**src/rtl/result_reorder_collector.sv**
```systemverilog
// Collects tagged results that arrive out of order into slots, then drains them
// in tag order (0..N-1) over a valid/ready interface.
//
// state   | meaning
// IDLE    | waiting for start
// COLLECT | storing results until N distinct tags have been received
// DRAIN   | emitting slots 0..N-1 in order
// DONE    | one-cycle completion pulse, then back to IDLE
module result_reorder_collector #(
    parameter int SLOTS = 16
) (
    input  logic        clk,
    input  logic        rst_n,
    input  logic        start,
    input  logic [4:0]  expected_cnt,
    input  logic        in_valid,
    input  logic [35:0] in_data,
    input  logic        out_ready,
    output logic        out_valid,
    output logic [3:0]  out_tag,
    output logic [31:0] out_data,
    output logic        out_last,
    output logic        busy,
    output logic        done,
    output logic        err_dup,
    output logic        err_range,
    output logic        err_unexp
);

    localparam logic [4:0] L_SLOTS = 5'(SLOTS);

    typedef enum logic [1:0] {
        S_IDLE,
        S_COLLECT,
        S_DRAIN,
        S_DONE
    } state_t;

    state_t             r_state;
    state_t             w_next;
    logic [4:0]         r_n;
    logic [4:0]         r_cnt;
    logic [3:0]         r_idx;
    logic [SLOTS-1:0]   r_bitmap;
    logic [31:0]        r_slot [SLOTS];
    logic               r_err_dup;
    logic               r_err_range;
    logic               r_err_unexp;

    logic [3:0]         w_tag;
    logic [31:0]        w_payload;
    logic [4:0]         w_n_cap;
    logic               w_start_ok;
    logic               w_in_range;
    logic               w_bit_set;
    logic               w_accept;
    logic               w_is_last;
    logic               w_xfer;

    assign w_tag      = in_data[35:32];
    assign w_payload  = in_data[31:0];
    assign w_n_cap    = (expected_cnt > L_SLOTS) ? L_SLOTS : expected_cnt;
    assign w_start_ok = (r_state == S_IDLE) && start;
    assign w_in_range = ({1'b0, w_tag} < r_n);
    assign w_bit_set  = r_bitmap[w_tag];
    assign w_accept   = (r_state == S_COLLECT) && in_valid && w_in_range && !w_bit_set;
    assign w_is_last  = (r_state == S_DRAIN) && ({1'b0, r_idx} == (r_n - 5'd1));
    assign w_xfer     = (r_state == S_DRAIN) && out_ready;

    always_comb begin
        w_next = r_state;
        case (r_state)
            S_IDLE: begin
                if (start) begin
                    w_next = (w_n_cap == 5'd0) ? S_DONE : S_COLLECT;
                end
            end
            S_COLLECT: begin
                if (w_accept && ((r_cnt + 5'd1) == r_n)) begin
                    w_next = S_DRAIN;
                end
            end
            S_DRAIN: begin
                if (w_xfer && w_is_last) begin
                    w_next = S_DONE;
                end
            end
            S_DONE: begin
                w_next = S_IDLE;
            end
            default: begin
                w_next = S_IDLE;
            end
        endcase
    end

    always_ff @(posedge clk) begin
        if (!rst_n) begin
            r_state     <= S_IDLE;
            r_n         <= '0;
            r_cnt       <= '0;
            r_idx       <= '0;
            r_bitmap    <= '0;
            r_err_dup   <= 1'b0;
            r_err_range <= 1'b0;
            r_err_unexp <= 1'b0;
        end else begin
            r_state <= w_next;
            if (w_start_ok) begin
                r_n         <= w_n_cap;
                r_cnt       <= '0;
                r_idx       <= '0;
                r_bitmap    <= '0;
                r_err_dup   <= 1'b0;
                r_err_range <= 1'b0;
                r_err_unexp <= 1'b0;
            end
            if (w_accept) begin
                r_bitmap[w_tag] <= 1'b1;
                r_cnt           <= r_cnt + 5'd1;
            end
            if ((r_state == S_COLLECT) && in_valid && !w_in_range) begin
                r_err_range <= 1'b1;
            end
            if ((r_state == S_COLLECT) && in_valid && w_in_range && w_bit_set) begin
                r_err_dup <= 1'b1;
            end
            // A strobe coinciding with an accepted start is silently dropped.
            if (in_valid && (((r_state == S_IDLE) && !start) ||
                             (r_state == S_DRAIN) || (r_state == S_DONE))) begin
                r_err_unexp <= 1'b1;
            end
            if (w_xfer && !w_is_last) begin
                r_idx <= r_idx + 4'd1;
            end
        end
    end

    // Payload storage needs no reset; the bitmap tracks which slots are live.
    always_ff @(posedge clk) begin
        if (w_accept) begin
            r_slot[w_tag] <= w_payload;
        end
    end

    assign out_valid = (r_state == S_DRAIN);
    assign out_tag   = out_valid ? r_idx : 4'd0;
    assign out_data  = out_valid ? r_slot[r_idx] : 32'd0;
    assign out_last  = w_is_last;
    assign busy      = (r_state != S_IDLE);
    assign done      = (r_state == S_DONE);
    assign err_dup   = r_err_dup;
    assign err_range = r_err_range;
    assign err_unexp = r_err_unexp;

endmodule

```
**config.mk**
```make
export PLATFORM = sky130hd
export DESIGN_NAME = result_reorder_collector
export DESIGN_NICKNAME = d
export VERILOG_FILES = /design/src/rtl/result_reorder_collector.sv
export SDC_FILE = /design/constraint.sdc
export NUM_CORES = 1
export LEC_CHECK = 0
export ABC_AREA = 1
export CORE_MARGIN = 2
export CORE_UTILIZATION = 40
export DETAILED_ROUTE_END_ITERATION = 10
export HOLD_SLACK_MARGIN = 0.05
export PLACE_DENSITY_LB_ADDON = 0.2
export SYNTH_ARGS = -nofsm -noshare
export SYNTH_HDL_FRONTEND = slang
export SYNTH_SLANG_ARGS = --single-unit
```
**constraint.sdc**
```tcl
create_clock -name clk -period 6.48 [get_ports clk]
set_input_delay 1.296 -clock clk [delete_from_list [all_inputs] [get_ports clk]]
set_output_delay 1.296 -clock clk [all_outputs]
set_load 0.02 [all_outputs]
```
==> results.txt, run 1 <==
Worst-path clk slew -> 0.06 ns
Hold Path Depth -> 2
Fill count -> 4841
Hold Vio Cnt, Final -> 0
Post-CTS Setup Inserts -> 0
Post-Syn Area -> 22000 µm²
Pre-antenna DRT Iters -> 7
Die area -> 56900 µm²
Gr ovfl total -> 0
Share of layout cells above drive strength 1 -> 0.0870
Final std cells w/o fill -> 2500
Top-count cell post-synth -> edfxtp_1
Leakage -> 8.16 nW
Slew HR -> 0.224
PortBufs -> 88
CTS Buf Count -> 57
Design area -> 25300 µm²
FF+latch area -> 16200 µm²
Fin Setup TNS -> 0 ns
Crit path required time -> 5.18 ns
Tightest Pin Transition -> 1.16 ns
Final cycle utilization of the critical path -> 0.805
Routed length per instance -> 23.5 µm
Final core utilization -> 0.466
Total GRT Usage -> 0.205
CTS tree -> yes
Worst vdd ir -> 0.211 mV
Critical path capture point type -> output port
Share of synthesized registers carrying an async set or reset -> 0
FMAX -> 192 MHz
Die width -> 239 µm
Status -> finished clean
Vias per cell -> 5.67
Count of final setup violators -> 0
Fin nets -> 1813
Top_reg_cell synth -> edfxtp_1
FF+latch count, synth -> 551
Routed WL -> 58700 µm
Multi-input gate area -> 5110 µm²
Avg Inst Size Synth -> 13.0 µm²
H-tree depth -> 2
Mapped Nets -> 1756
P&R area growth vs syn -> 14.7%
Synthesized instance count -> 1699
Initial drt markers -> 1377
Sink Count -> 551
Top cell type's share of synthesized area -> 0.699
YS warnings -> 0
RSZ-0062 raised after global routing -> no
Crit path max fanout -> 88
Worst R2R Start -> r_n[2]
Later-pin clock latency in the skew report -> 0.61 ns
Detail Route Antenna Nets -> 0
EDFF count, synth -> 512
Antenna diodes -> 0
Clk buf depth -> 3
Synth top area cells -> edfxtp_1 (70%), o21ai_0 (5.7%), nor2_1 (4.6%)
Pre-CTS WS -> 1.88 ns
Detailed-route via count -> 14176
WP data arrival -> 3.92 ns
Site Rows -> 85
IO Count -> 89
Worst setup SP type -> register
Netlist cell types -> 36
Placed Area -> 23500 µm²
Initial Util -> 0.407
Most frequent cells after synthesis -> edfxtp_1 (512), nor2_1 (270), o21ai_0 (251)
Final GP Congestion -> 0.818
Max cap viols -> 0
Fin. max-slew vios -> 0
Root buffer cell -> clkbuf_16
Worst Hold Class -> reg -> reg
PwrDens -> 316 nW/µm²
Cell accounting for the most synthesized area -> edfxtp_1
Worst hold start -> err_dup
Residual DRC count -> 0
Placed cell count -> 2393
Critical path class -> reg -> out
Initial antenna violation count -> 2
Post-layout worst setup margin -> 1.27 ns
Die extent in y -> 239 µm
Area of the core -> 54100 µm²
Largest net degree at the start of global routing -> 257
Reg2Reg Depth -> 12
Sequential share of the synthesized area -> 0.734
Final min period -> 5.21 ns
Gates resized, CTS repair -> 0
Detailed Place HPWL -> 30100 µm
Vias in the first global route -> 13808
Clock skew -> 0.0271 ns
First-pass GRT wire length -> 87500 µm
Number of hold buffers added after cts -> 0
routing by layer:
metal  wire length [µm]  vias up  share of wire  GRT usage
li1                   -     6456              -          -
met1              27000     7150           0.46      0.303
met2              27200      490           0.46      0.321
met3               3430       76          0.058     0.0306
met4               1000        4          0.017     0.0455
met5                 25        -        0.00043          0
cell families (layout without fill, tap and decap cells):
logic type	Yosys count	count (layout)	share of synthesized area
DFF	551	551	0.734
and+or+nand+nor	454	454	0.0843
buffers and inverters	173	278	0.0339
AOI/OAI and AO/OA	500	500	0.138
xor gates and xnor gates	10	10	0.00398
adders and majority gates	11	11	0.00625
cell usage in the layout, fill, tap and decap left out, drive strengths merged:
cell,netlist,final
edfxtp,512,512
nor2,280,280
o21ai,263,263
nand2,125,125
o221ai,93,93
clkdlybuf4s50,0,88
clkbuf,75,75
a21oi,68,68
inv,55,58
nand3,44,44
dfxtp,39,39
o22ai,36,36
o211ai,35,35
buf,41,27
clkinv,1,25
ha,11,11
xor2,5,5
xnor2,5,5
a211oi,4,4
nand4,3,3
bufinv,0,3
clkinvlp,0,2
nor3,1,1
nor4,1,1
a22oi,1,1
worst max-delay path, cell delays in order (launching register included):
cell             delay, ns
dfxtp_4               0.66
buf_4                 0.86
o21ai_0               0.33
o221ai_1              0.33
o211ai_1              0.13
a21oi_1               0.30
clkdlybuf4s50_1       0.66
sequential cells by signal (all words and copies together) (netlist names), named ones only:
signal     count
r_cnt          5
r_slot       512
r_bitmap      16
r_n            5
r_idx          4
err_unexp      1
err_dup        1
r_state        2
err_range      1
stage by stage:
stage / power, mW / hold WS, ns
detailed placement: 4.93 / 0.462
floorplan: 4.60 / 0.445
global route: 8.27 / 0.499
global placement: 4.93 / 0.459
finish: 7.99 / 0.468
CTS: 8.04 / 0.474
power by group:
group	internal (mW)	total (mW)	switching (mW)
registers	3.93	3.96	0.0287
logic	0.275	0.891	0.615
clock network	1.77	3.14	1.37
path summary, 6_finish.rpt:
| check | slack (ns) | end |
|---|---|---|
| worst min register to register | 0.47 | err_dup |
| worst max register to register | 3.42 | r_slot[4][7] |
| worst min-delay path | 0.47 | err_dup |
| worst max-delay path | 1.27 | out_data[21] |
layout make-up:
type / instances / share of cell area
Sequential cell: 551 / 0.640
Multi-Input combinational cell: 975 / 0.202
Clock buffer: 75 / 0.0600
Timing Repair Buffer: 115 / 0.0434
Tap cell: 696 / 0.0345
Clock inverter: 32 / 0.0106
Inverter: 56 / 0.00877
Power figures use the tool's default switching activity.
==> inputs of run 2 (changes only) <==
==> constraint.sdc (replaced) <==
create_clock -name clk -period 4.35 [get_ports clk]
set_input_delay 0.87 -clock clk [delete_from_list [all_inputs] [get_ports clk]]
set_output_delay 0.87 -clock clk [all_outputs]
set_load 0.02 [all_outputs]
==> run 2 against run 1 <==
Compared with the run above: hold slack gained 0.0030 ns; via count shrank 0.97%; critical path type unchanged; global-route usage shrank 0.77 points; clock skew shrank 0.0086 ns; clock power grew 45%; clock-buffer cell count grew 1; register-to-register slack lost 1.9 ns; setup slack lost 0.99 ns; non-clock buffer count grew 16; critical path depth is the same.
==> results.txt, run 2 (synthesis gave the netlist of run 1 again) <==
Detail Route Antenna Nets -> 0 (unchanged)
H-tree depth -> 2 (unchanged)
Clock skew -> 0.0184 ns (-0.00865 ns)
Multi-input gate area -> 5120 µm² (+0.12%)
Pwr Total -> 11.8 mW (+48%)
Die width -> 239 µm (unchanged)
Initial Util -> 0.407 (unchanged)
Clk buf depth -> 3 (unchanged)
Post-CTS Setup Inserts -> 0 (unchanged)
Worst setup SP type -> register
Count of final setup violators -> 0 (unchanged)
Most frequent cells in the layout -> edfxtp_1 (512), nor2_1 (270), o21ai_0 (251)
Placed Area -> 23800 µm² (+1.6%)
FMAX -> 245 MHz
Hold Vio Cnt, Final -> 0 (unchanged)
Top reg by flops -> r_slot
RSZ-0062 raised after global routing -> no
Crit path required time -> 3.48 ns (-1.70 ns)
CTS tree -> yes
Worst R2R Start -> r_n[2]
Design area -> 25600 µm² (+1.2%)
Fin Setup TNS -> 0 ns (unchanged)
Hold Worst Slack -> 0.471 ns (+0.00296 ns)
R2R setup slack -> 1.55 ns (-1.87 ns)
Worst Hold Class -> reg -> reg
Gr ovfl total -> 0 (unchanged)
IO Count -> 89 (unchanged)
Top flop regs -> r_slot (512), r_bitmap (16)
Worst vdd ir -> 0.299 mV (+42%)
Total GRT Usage -> 0.197 (-0.00770)
Largest net degree at the start of global routing -> 129 (-50%)
Status -> finished clean
Fin. max-slew vios -> 0 (unchanged)
Later-pin clock latency in the skew report -> 0.60 ns (about the same)
Pre-antenna DRT Iters -> 7 (unchanged)
WP data arrival -> 3.21 ns (-0.71 ns)
Leakage -> 8.28 nW (+1.5%)
Routed WL -> 55600 µm (-5.2%)
Max FFs per register -> 512 (unchanged)
Crit-path max cell delay -> 0.64 ns (-0.22 ns)
Area of the core -> 54100 µm² (unchanged)
Slowest cell on crit path -> clkdlybuf4s50_1
PortBufs -> 88 (unchanged)
Number of hold buffers added after cts -> 0 (unchanged)
Site Rows -> 85 (unchanged)
Detailed Place HPWL -> 30400 µm (+0.99%)
Share of layout cells above drive strength 1 -> 0.0921 (+0.00503)
Slew HR -> 0.228 (+0.00425)
Detailed-route via count -> 14038 (-0.97%)
Initial antenna violation count -> 3 (+1)
Final min period -> 4.08 ns
Critical path capture point type -> output port
P&R area growth vs syn -> 16.1%
Worst-path clk slew -> 0.06 ns (about the same)
Fill count -> 4681 (-3.3%)
Die extent in y -> 239 µm (unchanged)
Sink Count -> 551 (unchanged)
Fin nets -> 1829 (+0.88%)
PwrDens -> 463 nW/µm² (+46%)
Worst hold start -> err_unexp
Initial drt markers -> 1205 (-12%)
Max cap viols -> 0 (unchanged)
CTS Buf Count -> 57 (unchanged)
Critical path class -> reg -> out
Cells along the critical path -> buf_4 -> o21ai_0 -> o22ai_1 -> o211ai_1 -> a21oi_1 -> clkdlybuf4s50_1
Final GP Congestion -> 0.870 (+6.4%)
Die area -> 56900 µm² (unchanged)
Final cycle utilization of the critical path -> 0.937
Routed length per instance -> 22.1 µm (-5.6%)
Tightest Pin Transition -> 1.16 ns (-0.00765 ns)
Residual DRC count -> 0 (unchanged)
First-pass GRT wire length -> 85800 µm (-1.9%)
Root buffer cell -> clkbuf_16
Gates resized, CTS repair -> 0 (unchanged)
FF+latch area -> 16200 µm² (unchanged)
Antenna diodes -> 0 (unchanged)
Vias in the first global route -> 13983 (+1.3%)
Vias per cell -> 5.59 (-1.4%)
Crit path max fanout -> 60 (-32%)
Leading cell type in the layout, fill and taps excluded -> edfxtp_1
-- run 2: cell types whose count changed in the layout (fill, tap and decap cells not counted), moves of 2 or more --
cell	change
clkbuf_1	-2
buf_12	+19
buf_4	-3
clkinv_1	+2
clkinv_2	-6
clkbuf_8	+4
-- run 2: layer usage --
metal  vias to the layer above  global-route usage  wire (µm)
met2                       418               0.327      26800
met3                        87              0.0336       2900
met4                         6              0.0432        986
met1                      7039               0.272      24900
li1                       6488                   -          -
met5                         -                   0         41
-- run 2: worst max-delay path, delay by kind of cell, from the launching register on --
kind / cells / cell delay (ns)
compound gates: 4 / 0.86
buf+inv: 2 / 1.19
flops: 1 / 0.52
-- run 2: final timing paths --
kind,end,cells after the start
max,out_data[0],6
min,err_unexp,2
min reg2reg,err_unexp,2
max reg2reg,r_slot[3][10],12
-- run 2: final cells by class --
| type | count | area share |
|---|---|---|
| flip-flops and latches | 551 | 0.633 |
| multi-input cells | 975 | 0.200 |
| clock buffers | 76 | 0.0602 |
| repair buffers | 131 | 0.0569 |
| well taps | 696 | 0.0341 |
| inverters | 56 | 0.00867 |
| clock inverters | 25 | 0.00720 |
-- run 2: power breakdown --
group / leakage (nW) / switching, mW / internal [mW]
Sequential: 4.92 / 0.0509 / 5.86
Combinational: 2.52 / 0.924 / 0.445
Clock: 0.838 / 1.97 / 2.59
Total: 8.28 / 2.94 / 8.89
-- run 2: per-stage QoR --
stage               utilization  worst slack, ns  instances
finish                    0.472            0.275       2510
detailed placement        0.440            0.561       2409
floorplan                     -            0.856       1699
global placement          0.440            0.657       2409
global route              0.472           0.0281       2510
CTS                       0.472            0.248       2510
==> inputs of run 3 (changes only) <==
--- a/config.mk
+++ b/config.mk
@@ -5,7 +5,6 @@
 export SDC_FILE = /design/constraint.sdc
 export NUM_CORES = 1
 export LEC_CHECK = 0
-export ABC_AREA = 1
 export CORE_MARGIN = 2
 export CORE_UTILIZATION = 40
 export DETAILED_ROUTE_END_ITERATION = 10
==> run 3 against run 2 <==
Compared with the run above: hold slack worse by 0.00086 ns; critical path type unchanged; highest routed layer is now met4; clock power is 4% higher; first-iteration DRC count is 32% lower; flip-flop and latch count stayed put; power is 1.8% lower; clock-buffer cell count is 7 lower; via count is 26% lower; wire length is 14% lower; global-route usage is 2.3 points lower; largest power group unchanged; final area is 0.41% higher.
==> results.txt, run 3 <==
Crit path required time -> 3.48 ns (about the same)
Root buffer cell -> clkbuf_16
First-pass GRT wire length -> 71700 µm (-16%)
Vias per cell -> 5.52 (-1.3%)
Clk pwr share -> 0.409 (+0.024)
Number of hold buffers added after cts -> 0 (unchanged)
Mux cell area share after synthesis -> 0.173 (+0.173)
Die width -> 236 µm (-0.87%)
Detailed-route via count -> 10446 (-26%)
Crit path max fanout -> 42 (-30%)
Most frequent cells after synthesis -> edfxtp_1 (512), mux4_2 (163), and2_1 (41)
Routed length per instance -> 25.2 µm (+14%)
Worst-path clk slew -> 0.06 ns (about the same)
Fin Setup TNS -> 0 ns (unchanged)
Status -> finished clean
Die extent in y -> 236 µm (-0.87%)
P_sw -> 2.57 mW (-13%)
Leading cell type in the layout, fill and taps excluded -> edfxtp_1
Post-layout worst setup margin -> 0.173 ns (-0.102 ns)
Top cell type's share of synthesized area -> 0.711 (+0.0126)
YS warnings -> 0 (unchanged)
R2R setup slack -> 1.33 ns (-0.22 ns)
Post-Synth XOR/XNOR Area -> 0.00446 (+0.000477)
Worst R2R Start -> r_n[2]
Max FFs per register -> 512 (unchanged)
H-tree depth -> 2 (unchanged)
Top-count cell post-synth -> edfxtp_1
Synth top area cells -> edfxtp_1 (71%), mux4_2 (17%), dfxtp_1 (3.6%)
Share of layout cells above drive strength 1 -> 0.267 (+0.175)
Power Internal -> 9.04 mW (+1.7%)
PortBufs -> 88 (unchanged)
Combinational family with the most area after synthesis -> multiplexers
Site Rows -> 85 (unchanged)
Sequential share of the synthesized area -> 0.747 (+0.0132)
Slew HR -> 0.253 (+0.0243)
Max cap viols -> 0 (unchanged)
IO Count -> 89 (unchanged)
Initial Util -> 0.403 (-0.00323)
Hold Vio Cnt, Final -> 0 (unchanged)
Simple-Gate Fraction of Synth Area -> 0.0397 (-0.0446)
Fin nets -> 1208 (-34%)
Antenna diodes -> 0 (unchanged)
CTS Buf Count -> 57 (unchanged)
Top reg by flops -> r_slot
Pre-antenna DRT Iters -> 5 (-2)
Synthesized instance count -> 1016 (-40%)
Cell accounting for the most synthesized area -> edfxtp_1
Routed WL -> 47800 µm (-14%)
Total GRT Usage -> 0.174 (-0.0227)
Detailed Place HPWL -> 28500 µm (-6.3%)
Worst setup SP type -> register
Hold EP -> err_unexp
FF+latch count, synth -> 551 (unchanged)
Synth Area in Compound Gates -> 0.0162 (-0.121)
Design area -> 25700 µm² (+0.41%)
Pre-CTS WS -> 0.162 ns (-0.399 ns)
Tightest Pin Transition -> 1.12 ns (-0.0378 ns)
Vias in the first global route -> 11002 (-21%)
CTS tree -> yes
Worst hold start -> err_unexp
Residual DRC count -> 0 (unchanged)
FMAX -> 239 MHz (-2.4%)
Sw frac -> 0.222 (-0.0270)
Count of final setup violators -> 0 (unchanged)
Netlist cell types -> 51 (+42%)
Leakage -> 7.79 nW (-5.9%)
Gates resized, CTS repair -> 0 (unchanged)
Hold Path Depth -> 2 (unchanged)
Critical path class -> reg -> out
WP data arrival -> 3.31 ns (+0.10 ns)
Top_reg_cell synth -> edfxtp_1
Largest net degree at the start of global routing -> 44 (-66%)
Area of the core -> 53600 µm² (-0.98%)
Clock skew -> 0.0123 ns (-0.00612 ns)
Placed Area -> 23800 µm² (about the same)
Initial drt markers -> 818 (-32%)
Reg2Reg Depth -> 9 (-3)
Pwr Total -> 11.6 mW (-1.8%)
Fin. max-slew vios -> 0 (unchanged)
Critical path capture point type -> output port
Clk buf depth -> 3 (unchanged)
Mapped Nets -> 1073 (-39%)
Post-Syn Area -> 21600 µm² (-1.8%)
Worst Hold Class -> reg -> reg
Die area -> 55900 µm² (-1.7%)
Sequential share of power -> 0.507 (+0.008)
P&R area growth vs syn -> 18.7%
Avg Inst Size Synth -> 21.3 µm² (+64%)
Sink Count -> 551 (unchanged)
Detail Route Antenna Nets -> 0 (unchanged)
Final cycle utilization of the critical path -> 0.960 (+0.0234)
Final GP Congestion -> 0.788 (-9.4%)
Later-pin clock latency in the skew report -> 0.61 ns (about the same)
RSZ-0062 raised after global routing -> no
PwrDens -> 453 nW/µm² (-2.2%)
Top flop regs -> r_slot (512), r_bitmap (16)
Final min period -> 4.18 ns (+0.102 ns)
Reg-to-reg critical path endpoint -> r_slot[12][23]
Most frequent cells in the layout -> edfxtp_1 (512), mux4_2 (163), clkdlybuf4s50_1 (88)
Gate power share -> 0.084 (-0.032)
Initial antenna violation count -> 0 (-3)
EDFF count, synth -> 512 (unchanged)
Share of synthesized registers carrying an async set or reset -> 0 (unchanged)
Post-synthesis adder-cell area fraction -> 0.00637 (+0.000113)
Worst vdd ir -> 0.278 mV (-7.0%)
Gr ovfl total -> 0 (unchanged)
Post-CTS Setup Inserts -> 0 (unchanged)
-- run 3: cell count changes after synthesis, sizes merged, moves of 18 or more --
| cell | delta |
|---|---|
| nor2 | -251 |
| o21ai | -242 |
| mux4 | +164 |
| nand2 | -107 |
| o221ai | -91 |
| a21oi | -56 |
| inv | -46 |
| and2 | +41 |
| clkbuf | -41 |
| o22ai | -34 |
| o211ai | -33 |
| buf | -18 |
-- run 3: power by group through the flow --
stage,combinational [mW],sequential [mW],clock (mW)
3_5_place_dp,0.998,6.00,0
6_report,0.980,5.89,4.75
4_1_cts,1.00,5.89,4.86
5_1_grt,1.07,5.89,5.07
3_3_place_gp,0.992,6.00,0
2_1_floorplan,0.590,5.99,0
-- run 3: area by class of cell --
type,count,area (µm²)
flip-flops and latches,551,16200
fillers,4401,27900
inverters,9,33.8
repair buffers,133,1460
clock buffers,69,1470
clock inverters,36,348
multi-input cells,399,5310
well taps,696,871
-- run 3: worst max-delay path, cell delays in order, from the launching register on --
cell and delay (ns):
dfxtp_4 0.48, buf_12 0.35, mux4_2 0.58, mux4_2 0.53, and2_1 0.19, clkdlybuf4s50_1 0.53
-- run 3: logic make-up after synthesis --
family                   count (synthesis)
adder cells (fa/ha/maj)                 11
flip-flops                             551
AO/OA/AOI/OAI                           54
AND/OR/NAND/NOR                        155
multiplexers                           168
buffers and inverters                   66
XOR/XNOR                                11
-- run 3: layer usage --
| metal | GRT usage | share of wire | up-vias |
|---|---|---|---|
| met5 | 0 | 0 | - |
| met4 | 0.0430 | 0.017 | 0 |
| met3 | 0.0270 | 0.047 | 61 |
| met2 | 0.287 | 0.49 | 243 |
| met1 | 0.245 | 0.44 | 5630 |
| li1 | - | - | 4512 |
-- run 3: worst max path at each step --
stage | start | end | slack [ns] | cells after the start
2_1_floorplan | in_data[33] | r_slot[12][0] | 0.04 | 9
3_3_place_gp | in_data[32] | r_slot[12][20] | 0.25 | 9
3_5_place_dp | in_data[32] | r_slot[12][15] | 0.16 | 9
4_1_cts | register | out_data[17] | 0.09 | 5
5_1_grt | register | out_data[17] | 0.04 | 5
6_report | register | out_data[21] | 0.17 | 5
-- run 3: stage by stage --
stage,hold WS (ns),std cells,util
after floorplan,0.435,1016,-
after global placement,0.442,1788,0.445
after detailed placement,0.452,1788,0.445
after CTS,0.461,1893,0.479
after global routing,0.494,1893,0.479
final,0.470,1893,0.479
